**src/rtl/mc_pkg.sv**
```systemverilog
// Shared state encoding, PC-source codes and defaults for the multi-cycle sequencer.
package mc_pkg;

  typedef enum logic [2:0] {
    ST_IDLE   = 3'd0,
    ST_FETCH  = 3'd1,
    ST_DECODE = 3'd2,
    ST_EXEC   = 3'd3,
    ST_MEM    = 3'd4,
    ST_WB     = 3'd5,
    ST_FAULT  = 3'd6
  } mc_state_e;

  localparam logic [1:0] PC_SRC_SEQ    = 2'b00;
  localparam logic [1:0] PC_SRC_BRANCH = 2'b01;
  localparam logic [1:0] PC_SRC_JUMP   = 2'b10;
  localparam logic [1:0] PC_SRC_RS     = 2'b11;

  localparam int MEM_TIMEOUT_DEF = 16;

  typedef struct packed {
    logic memread;
    logic memwrite;
    logic regwrite;
    logic memtoreg;
  } dec_latch_t;

  // Where an instruction goes once it has finished: run is only looked at here.
  function automatic mc_state_e boundary_state(input logic run);
    return run ? ST_FETCH : ST_IDLE;
  endfunction

endpackage

```
**src/rtl/mc_seq_ctrl_if.sv**
```systemverilog
// Handshake and control bundle between the sequencer (master) and the shared datapath (slave).
interface mc_seq_ctrl_if;

  logic       run;
  logic       dec_memread;
  logic       dec_memwrite;
  logic       dec_regwrite;
  logic       dec_memtoreg;
  logic       dec_j;
  logic       dec_jr;
  logic       dec_branch;
  logic       branch_taken;
  logic       mem_ready;

  logic       mem_req;
  logic       mem_we;
  logic       iord;
  logic       ir_write;
  logic       pc_write;
  logic [1:0] pc_src;
  logic       exec_en;
  logic       reg_write_en;
  logic       wb_sel;
  logic [2:0] state;
  logic       fault;

  modport master (
    input  run, dec_memread, dec_memwrite, dec_regwrite, dec_memtoreg,
           dec_j, dec_jr, dec_branch, branch_taken, mem_ready,
    output mem_req, mem_we, iord, ir_write, pc_write, pc_src,
           exec_en, reg_write_en, wb_sel, state, fault
  );

  modport slave (
    output run, dec_memread, dec_memwrite, dec_regwrite, dec_memtoreg,
           dec_j, dec_jr, dec_branch, branch_taken, mem_ready,
    input  mem_req, mem_we, iord, ir_write, pc_write, pc_src,
           exec_en, reg_write_en, wb_sel, state, fault
  );

endinterface

```
**src/rtl/mc_mem_watchdog.sv**
```systemverilog
// Memory-stall watchdog: counts unacknowledged request cycles and raises a sticky fault.
module mc_mem_watchdog import mc_pkg::*; #(
  parameter int MEM_TIMEOUT = MEM_TIMEOUT_DEF,
  parameter int TO_W        = 5
) (
  input  logic clk,
  input  logic reset,
  input  logic waiting,
  input  logic mem_ready,
  output logic trip,
  output logic fault
);

  localparam bit              WD_EN = (MEM_TIMEOUT != 0);
  localparam logic [TO_W-1:0] LAST  = TO_W'(MEM_TIMEOUT - 1);

  logic [TO_W-1:0] cnt_q, cnt_d;
  logic            fault_q, fault_d;

  // Trip on the MEM_TIMEOUT-th stalled cycle; an acknowledge in that same cycle wins.
  always_comb begin
    trip    = 1'b0;
    cnt_d   = '0;
    fault_d = fault_q;
    if (WD_EN && waiting && !mem_ready) begin
      if (cnt_q == LAST) begin
        trip    = 1'b1;
        fault_d = 1'b1;
        cnt_d   = '0;
      end else begin
        cnt_d = cnt_q + TO_W'(1);
      end
    end else begin
      cnt_d = '0;
    end
  end

  // Counter and sticky fault flop; only reset clears the fault.
  always_ff @(posedge clk) begin
    if (reset) begin
      cnt_q   <= '0;
      fault_q <= 1'b0;
    end else begin
      cnt_q   <= cnt_d;
      fault_q <= fault_d;
    end
  end

  assign fault = fault_q;

endmodule

```
**src/rtl/mc_seq_ctrl.sv**
```systemverilog
// Multi-cycle FETCH/DECODE/EXEC/MEM/WB sequencer for the shared MIPS datapath.
// Define MC_SEQ_PERF_CNT_EN to add the cycle_cnt/instr_cnt performance counters.
module mc_seq_ctrl import mc_pkg::*; #(
  parameter int MEM_TIMEOUT = MEM_TIMEOUT_DEF,
  parameter int TO_W        = 5
`ifdef MC_SEQ_PERF_CNT_EN
  , parameter int CNT_W     = 32
`endif
) (
  input  logic               clk,
  input  logic               reset,
  mc_seq_ctrl_if.master      bus
`ifdef MC_SEQ_PERF_CNT_EN
  , output logic [CNT_W-1:0] cycle_cnt
  , output logic [CNT_W-1:0] instr_cnt
`endif
);

  mc_state_e  state_q, state_d;
  dec_latch_t lat_q, lat_d;
  logic       waiting;
  logic       trip;
  logic       fault_s;

  assign waiting = (state_q == ST_FETCH) || (state_q == ST_MEM);

  mc_mem_watchdog #(
    .MEM_TIMEOUT (MEM_TIMEOUT),
    .TO_W        (TO_W)
  ) u_wdog (
    .clk       (clk),
    .reset     (reset),
    .waiting   (waiting),
    .mem_ready (bus.mem_ready),
    .trip      (trip),
    .fault     (fault_s)
  );

  // Next-state and decode-latch logic.
  always_comb begin
    state_d = state_q;
    lat_d   = lat_q;
    case (state_q)
      ST_IDLE: begin
        if (bus.run) state_d = ST_FETCH;
        else         state_d = ST_IDLE;
      end
      ST_FETCH: begin
        if (trip)               state_d = ST_FAULT;
        else if (bus.mem_ready) state_d = ST_DECODE;
        else                    state_d = ST_FETCH;
      end
      ST_DECODE: begin
        lat_d.memread  = bus.dec_memread;
        lat_d.memwrite = bus.dec_memwrite;
        lat_d.regwrite = bus.dec_regwrite;
        lat_d.memtoreg = bus.dec_memtoreg;
        if (bus.dec_j || bus.dec_jr) state_d = boundary_state(bus.run);
        else                         state_d = ST_EXEC;
      end
      ST_EXEC: begin
        if (bus.dec_branch)                         state_d = boundary_state(bus.run);
        else if (lat_q.memread || lat_q.memwrite)   state_d = ST_MEM;
        else if (lat_q.regwrite)                    state_d = ST_WB;
        else                                        state_d = boundary_state(bus.run);
      end
      ST_MEM: begin
        if (trip)               state_d = ST_FAULT;
        else if (!bus.mem_ready) state_d = ST_MEM;
        else if (lat_q.memread) state_d = ST_WB;
        else                    state_d = boundary_state(bus.run);
      end
      ST_WB: begin
        state_d = boundary_state(bus.run);
      end
      ST_FAULT: begin
        state_d = ST_FAULT;
      end
      default: begin
        state_d = ST_IDLE;
      end
    endcase
  end

  // State and latched decode bits.
  always_ff @(posedge clk) begin
    if (reset) begin
      state_q <= ST_IDLE;
      lat_q   <= '0;
    end else begin
      state_q <= state_d;
      lat_q   <= lat_d;
    end
  end

  // Datapath controls, decoded from registered state; handshake strobes gated by mem_ready.
  always_comb begin
    bus.mem_req      = 1'b0;
    bus.mem_we       = 1'b0;
    bus.iord         = 1'b0;
    bus.ir_write     = 1'b0;
    bus.pc_write     = 1'b0;
    bus.pc_src       = PC_SRC_SEQ;
    bus.exec_en      = 1'b0;
    bus.reg_write_en = 1'b0;
    bus.wb_sel       = 1'b0;
    case (state_q)
      ST_FETCH: begin
        bus.mem_req  = 1'b1;
        bus.ir_write = bus.mem_ready;
        bus.pc_write = bus.mem_ready;
        bus.pc_src   = PC_SRC_SEQ;
      end
      ST_DECODE: begin
        if (bus.dec_j) begin
          bus.pc_write = 1'b1;
          bus.pc_src   = PC_SRC_JUMP;
        end else if (bus.dec_jr) begin
          bus.pc_write = 1'b1;
          bus.pc_src   = PC_SRC_RS;
        end else begin
          bus.pc_write = 1'b0;
          bus.pc_src   = PC_SRC_SEQ;
        end
      end
      ST_EXEC: begin
        bus.exec_en = 1'b1;
        if (bus.dec_branch) begin
          bus.pc_write = bus.branch_taken;
          bus.pc_src   = PC_SRC_BRANCH;
        end else begin
          bus.pc_write = 1'b0;
          bus.pc_src   = PC_SRC_SEQ;
        end
      end
      ST_MEM: begin
        bus.mem_req = 1'b1;
        bus.iord    = 1'b1;
        bus.mem_we  = lat_q.memwrite;
      end
      ST_WB: begin
        bus.reg_write_en = 1'b1;
        bus.wb_sel       = lat_q.memtoreg;
      end
      default: begin
        bus.mem_req = 1'b0;
      end
    endcase
    bus.state = state_q;
    bus.fault = fault_s;
  end

`ifdef MC_SEQ_PERF_CNT_EN
  logic             instr_done;
  logic [CNT_W-1:0] cycle_cnt_q, cycle_cnt_d;
  logic [CNT_W-1:0] instr_cnt_q, instr_cnt_d;

  // Marks the last cycle of every instruction (the boundary).
  always_comb begin
    instr_done = 1'b0;
    case (state_q)
      ST_DECODE: instr_done = bus.dec_j | bus.dec_jr;
      ST_EXEC:   instr_done = bus.dec_branch |
                              ~(lat_q.memread | lat_q.memwrite | lat_q.regwrite);
      ST_MEM:    instr_done = bus.mem_ready & ~lat_q.memread;
      ST_WB:     instr_done = 1'b1;
      default:   instr_done = 1'b0;
    endcase
  end

  // Counter increments; both wrap naturally at 2^CNT_W.
  always_comb begin
    cycle_cnt_d = cycle_cnt_q;
    instr_cnt_d = instr_cnt_q;
    if (state_q != ST_IDLE && state_q != ST_FAULT) cycle_cnt_d = cycle_cnt_q + CNT_W'(1);
    else                                           cycle_cnt_d = cycle_cnt_q;
    if (instr_done) instr_cnt_d = instr_cnt_q + CNT_W'(1);
    else            instr_cnt_d = instr_cnt_q;
  end

  // Performance counter registers.
  always_ff @(posedge clk) begin
    if (reset) begin
      cycle_cnt_q <= '0;
      instr_cnt_q <= '0;
    end else begin
      cycle_cnt_q <= cycle_cnt_d;
      instr_cnt_q <= instr_cnt_d;
    end
  end

  assign cycle_cnt = cycle_cnt_q;
  assign instr_cnt = instr_cnt_q;
`endif

endmodule

```
**src/flat_wrapper.sv**
```systemverilog
// flat-port wrapper written by rule: the top's interface ports become plain ports
module mc_seq_ctrl_flat import mc_pkg::*;
#(
  parameter int MEM_TIMEOUT = MEM_TIMEOUT_DEF,
  parameter int TO_W        = 5

)
  (clk, reset, bus_run, bus_dec_memread, bus_dec_memwrite, bus_dec_regwrite, bus_dec_memtoreg, bus_dec_j, bus_dec_jr, bus_dec_branch, bus_branch_taken, bus_mem_ready, bus_mem_req, bus_mem_we, bus_iord, bus_ir_write, bus_pc_write, bus_pc_src, bus_exec_en, bus_reg_write_en, bus_wb_sel, bus_state, bus_fault);
  mc_seq_ctrl_if bus_i ();
  input  logic clk;
  input  logic reset;
  input wire logic [$bits(bus_i.run)-1:0] bus_run;
  input wire logic [$bits(bus_i.dec_memread)-1:0] bus_dec_memread;
  input wire logic [$bits(bus_i.dec_memwrite)-1:0] bus_dec_memwrite;
  input wire logic [$bits(bus_i.dec_regwrite)-1:0] bus_dec_regwrite;
  input wire logic [$bits(bus_i.dec_memtoreg)-1:0] bus_dec_memtoreg;
  input wire logic [$bits(bus_i.dec_j)-1:0] bus_dec_j;
  input wire logic [$bits(bus_i.dec_jr)-1:0] bus_dec_jr;
  input wire logic [$bits(bus_i.dec_branch)-1:0] bus_dec_branch;
  input wire logic [$bits(bus_i.branch_taken)-1:0] bus_branch_taken;
  input wire logic [$bits(bus_i.mem_ready)-1:0] bus_mem_ready;
  output wire logic [$bits(bus_i.mem_req)-1:0] bus_mem_req;
  output wire logic [$bits(bus_i.mem_we)-1:0] bus_mem_we;
  output wire logic [$bits(bus_i.iord)-1:0] bus_iord;
  output wire logic [$bits(bus_i.ir_write)-1:0] bus_ir_write;
  output wire logic [$bits(bus_i.pc_write)-1:0] bus_pc_write;
  output wire logic [$bits(bus_i.pc_src)-1:0] bus_pc_src;
  output wire logic [$bits(bus_i.exec_en)-1:0] bus_exec_en;
  output wire logic [$bits(bus_i.reg_write_en)-1:0] bus_reg_write_en;
  output wire logic [$bits(bus_i.wb_sel)-1:0] bus_wb_sel;
  output wire logic [$bits(bus_i.state)-1:0] bus_state;
  output wire logic [$bits(bus_i.fault)-1:0] bus_fault;
  assign bus_i.run = bus_run;
  assign bus_i.dec_memread = bus_dec_memread;
  assign bus_i.dec_memwrite = bus_dec_memwrite;
  assign bus_i.dec_regwrite = bus_dec_regwrite;
  assign bus_i.dec_memtoreg = bus_dec_memtoreg;
  assign bus_i.dec_j = bus_dec_j;
  assign bus_i.dec_jr = bus_dec_jr;
  assign bus_i.dec_branch = bus_dec_branch;
  assign bus_i.branch_taken = bus_branch_taken;
  assign bus_i.mem_ready = bus_mem_ready;
  assign bus_mem_req = bus_i.mem_req;
  assign bus_mem_we = bus_i.mem_we;
  assign bus_iord = bus_i.iord;
  assign bus_ir_write = bus_i.ir_write;
  assign bus_pc_write = bus_i.pc_write;
  assign bus_pc_src = bus_i.pc_src;
  assign bus_exec_en = bus_i.exec_en;
  assign bus_reg_write_en = bus_i.reg_write_en;
  assign bus_wb_sel = bus_i.wb_sel;
  assign bus_state = bus_i.state;
  assign bus_fault = bus_i.fault;
  mc_seq_ctrl #(.MEM_TIMEOUT(MEM_TIMEOUT), .TO_W(TO_W)) u_core (.clk(clk), .reset(reset), .bus(bus_i));
endmodule
```
**config.mk**
```make
export PLATFORM = sky130hd
export DESIGN_NAME = mc_seq_ctrl_flat
export DESIGN_NICKNAME = d
export VERILOG_FILES = /design/src/rtl/mc_pkg.sv /design/src/rtl/mc_seq_ctrl_if.sv /design/src/rtl/mc_mem_watchdog.sv /design/src/rtl/mc_seq_ctrl.sv /design/src/flat_wrapper.sv
export SDC_FILE = /design/constraint.sdc
export NUM_CORES = 1
export LEC_CHECK = 0
export CORE_MARGIN = 1
export CORE_UTILIZATION = 35
export CTS_CLUSTER_DIAMETER = 40
export DETAILED_ROUTE_END_ITERATION = 10
export PLACE_DENSITY = 0.65
export SLEW_MARGIN = 20
export SYNTH_ARGS = -nofsm -noshare
export SYNTH_HDL_FRONTEND = slang
export SYNTH_SLANG_ARGS = --single-unit
```
**constraint.sdc**
```tcl
create_clock -name clk -period 3.95 [get_ports clk]
set_input_delay 0.5925 -clock clk [delete_from_list [all_inputs] [get_ports clk]]
set_output_delay 0.5925 -clock clk [all_outputs]
set_load 0.01 [all_outputs]
```
**After elaboration in Yosys (flattened, before gate mapping)**

Cells that the tools add are included.

- Add/sub/neg operators: 1
- Equality and inequality tests: 7
- Muxes and demuxes: 28
- Bitwise logic cells: 1
- Reduce and logical (&&, ||, !) cells: 10

Operators by type and width:

| kind | count |
|---|---|
| two-way mux 3 bit | 8 |
| one-hot mux 3 bit (6 select lines) | 1 |
| two-way mux 1 bit | 14 |
| equality test 3 bit, second input constant | 3 |
| equality test 3 x 2 -> 1 bit, second input constant | 2 |
| two-way mux 2 bit | 3 |
| adder 5 x 1 -> 5 bit, second input constant | 1 |
| equality test 5 x 4 -> 1 bit, second input constant | 1 |
| one-hot mux 2 bit (2 select lines) | 1 |
| OR reduction 2 bit | 2 |
| equality test 3 x 1 -> 1 bit, second input constant | 1 |
| zero test 3 bit | 1 |
| logical OR 1 bit | 3 |
| one-hot mux 1 bit (3 select lines) | 1 |
| OR reduction 3 bit | 1 |
| AND reduction 2 bit | 1 |
| logical AND 1 bit | 1 |
| zero test 1 bit | 1 |
| inverter 1 bit | 1 |

- Register bits: 13
- Input port bits: 12
- Logic and storage cells: 54

**Logic depth before layout (Yosys ltp)**

- Depth in word-level cells: 6
- Gate-level depth with buffers: 7
- Mapped depth without buffers: 7

**Cells and area by module**

From an unflattened synthesis, not the netlist that was laid out.

- Cells, all modules: 83
- Area total of the unflattened synthesis: 694.4 um^2

By module, submodules not included:

| module | instances | cells each | area an instance (um^2) |
|---|---|---|---|
| mc_seq_ctrl | 1 | 60 | 462.9 |
| mc_mem_watchdog | 1 | 23 | 231.5 |

**Worst setup path before layout**

No wires, ideal clock.

- Path kind: reg2out
- From: register u_core.state_q[0], in the netlist u_core.bus.state[0]
- To: output port bus_pc_write
- Data arrival time: 1.106 ns
- Required time: 3.357 ns
- Slack: 2.252 ns
- Cell stages (with the launch flop): 6
- Path buffers: 1
- Cell sequence: dfxtp_1 > buf_2 > nand2_1 > nor2_2 > nand3_1 > o21ai_1

- Longest elaborated chain between the ends: 2

RTL lines:

| what | RTL line | source |
|---|---|---|
| start: declaration | mc_seq_ctrl.sv:19 | `mc_state_e state_q, state_d;` |
| start signal: assignment | mc_seq_ctrl.sv:91 | `state_q <= state_d;` |
| equality test 3 x 2 -> 1 bit / equality test 3 x 1 -> 1 bit (equally long branches) | mc_seq_ctrl.sv:107 | `case (state_q)` |
| one-hot mux 1 bit (3 select lines) (*) | mc_seq_ctrl.sv:107 |  |
| end: declaration | flat_wrapper.sv:26 | `output wire logic [$bits(bus_i.pc_write)-1:0] bus_pc_write;` |

Mark *: on every way between the ends. The rest lies on a longest branch, timed or not.

**Worst setup path in the final report**

- From: register u_core.state_q[1], in the netlist u_core.bus.state[1]
- To: output port bus_pc_src[0]

- Longest elaborated chain between the ends: 2

RTL lines:

| what | RTL line | source |
|---|---|---|
| equality test 3 x 2 -> 1 bit | mc_seq_ctrl.sv:107 |  |
| one-hot mux 2 bit (2 select lines) (*) | mc_seq_ctrl.sv:107 |  |
| end: declaration | flat_wrapper.sv:27 | `output wire logic [$bits(bus_i.pc_src)-1:0] bus_pc_src;` |

Marks and branches as above.

==> metrics <==
Max clock buf depth 2; row count 16; Max VDD drop 222 µV; number of global-route vias before repair 610; Crit Reg-Reg Endpoint u_core.bus.state[0]; fmax around 370 MHz; Detailed Routing Iterations Pass 1 3; Total Routed Length roughly 1.7 mm; GPL Wtd Cong 0.781; Critical Path End Type output pin; Mapped Nets 104; RSZ-0062 raised after global routing no; Final WS setup 1270 ps; cts hold-fix bufs 0; unique cell type count in the Yosys netlist 35; Starting Density between 30% and 40%; yosys synthesis warning count 0; worst hold endpoint u_core.u_wdog.cnt_q[0]; Tot GR Track Use 16.8%; core area 0.00198 mm²; die width 48.2 µm; PD cells 257 mW/mm²; commonest cells after routing, fill and taps aside clkdlybuf4s50_1 (25), nor2_1 (19), dfxtp_1 (13); leak pwr 0.365 nW; clk sinks 13; remaining antenna violation count 0; outcome complete, no violations; Finished Core Util approximately 52%; post-CTS setup buffer count 0; root buffer cell clkbuf_4; Buffers on Ports 25; CTS tree yes; share of cells above drive strength 1 10.4%; Hold Path Origin u_core.u_wdog.cnt_q[0]; Post-synth ARST share 0%; Synth Area per Inst 8.31 µm²; dpl ws 1290 ps; r2r setup slk 2230 ps; Clk Latency, worst-skew pair 270 ps; most common cell after layout, fill and taps aside clkdlybuf4s50_1; synthesized area 748 µm²; fin nets between 100 and 150; Seq/Total Area, Yosys 34.8%; Ports 26; reg2reg path depth 7; drt drc 0; Overflow after GRT 0; Slew @ Worst Pin 531 ps; Main synth FF type dfxtp_1; clock slew at reported path FFs ~70 ps; die footprint 0.00233 mm²; # setup viols final 0; final setup TNS 0 ps; DR iter-0 viols 14; worst endpoint data arrival time 2080 ps; Slew Limit Headroom 64.6%; HPWL Detailed 1.24 mm; hold path depth 1; Vias per Instance 4.89; Gate Count Post-Synth 90; CTS H-tree depth 1; worst min path class flop to flop; initial antenna violation count 0; crit start category flop; die height 48.2 µm; Tmin final 2680 ps; worst-path maximum fanout 14; skew final 4.17 ps; Critical Path RT 3360 ps; Gates resized, CTS repair 0; Max-cap violations 0; WL per Instance 11.6 µm; # diodes 0; Max Slew Vio Count 0; number of hold violations in the final report 0; CTS Buf Count 3; first-pass GRT wire length between 2 and 3 mm; Post-synth EDFFs 0; vias post-DR 694; synthesized flop and latch total 13; largest net degree at the start of global routing 15; P&R area growth vs syn 37.8%; worst reg2reg startpoint u_core.u_wdog.cnt_q[0]; Crit Path Class flop to output pin; ratio of final minimum period to clock period 67.8%
-- per-layer routing --
layer | GRT usage (%) | up-vias | routed length, µm
met4 | 8.33 | 0 | 11
li1 | - | 364 | -
met1 | 21.7 | 311 | 797
met3 | 3.33 | 2 | 57
met5 | 0 | - | 0
met2 | 26.4 | 17 | 783
-- critical path, cell delays in order (launching register included) --
cell and delay, ps:
dfxtp_1 600, nor3b_4 460, a32o_1 220, clkdlybuf4s50_1 530
-- area by class of cell --
| type | instances | area (µm²) |
|---|---|---|
| Sequential cell | 13 | 260 |
| Tap cell | 27 | 33.8 |
| Clock buffer | 4 | 26.3 |
| Inverter | 3 | 11.3 |
| Timing Repair Buffer | 25 | 250 |
| Fill cell | 188 | 951 |
| Multi-Input combinational cell | 70 | 449 |
-- synth_stat cells (3+ instances only) --
library cell,number,area (µm²)
mux2i_1,4,40.0
and3_1,3,18.8
nor2_1,19,71.3
nand2_1,5,18.8
dfxtp_1,13,260
nor2b_1,3,18.8
a21oi_1,7,35.0
-- where the power goes --
group	internal [W]	switching, W
Clock	0.0000391	0.0000407
Combinational	0.0000268	0.0000188
Sequential	0.000134	0.00000600
-- per-stage QoR --
step	hold slack, ps	cell area, µm²	total power, W	std cells
2_1_floorplan	418	748	0.000164	90
3_3_place_gp	436	1000	0.000188	138
3_5_place_dp	444	1000	0.000188	138
4_1_cts	462	1030	0.000270	142
5_1_grt	489	1030	0.000282	142
6_report	456	1030	0.000265	142
-- flip-flops by register name, summed over array words and instances, names as in the netlist --
signal               cells
u_core.bus.state         3
u_core.lat_q             4
u_core.u_wdog.cnt_q      5
u_core.u_wdog.fault      1
-- worst max path at each step --
stage	start	slack [ps]	end	cells past startpoint
floorplan	u_core.bus.state[0]	2250	bus_pc_write	5
CTS	u_core.bus.state[1]	1250	bus_pc_src[0]	3
finish	u_core.bus.state[1]	1270	bus_pc_src[0]	3
global placement	bus_dec_j	1330	bus_pc_write	6
detailed placement	bus_dec_jr	1290	bus_pc_write	6
global route	u_core.bus.state[1]	1130	bus_pc_src[0]	3
-- logic make-up after synthesis --
logic type	count (synthesis)	synth area share, %
simple gates	46	33.6
compound gates	16	15.4
xor+xnor	2	2.34
mux	4	5.35
buf+inv	7	5.18
fa+ha+maj	2	3.34
flops	13	34.8
Note: power is estimated with default switching activity, not from simulation.
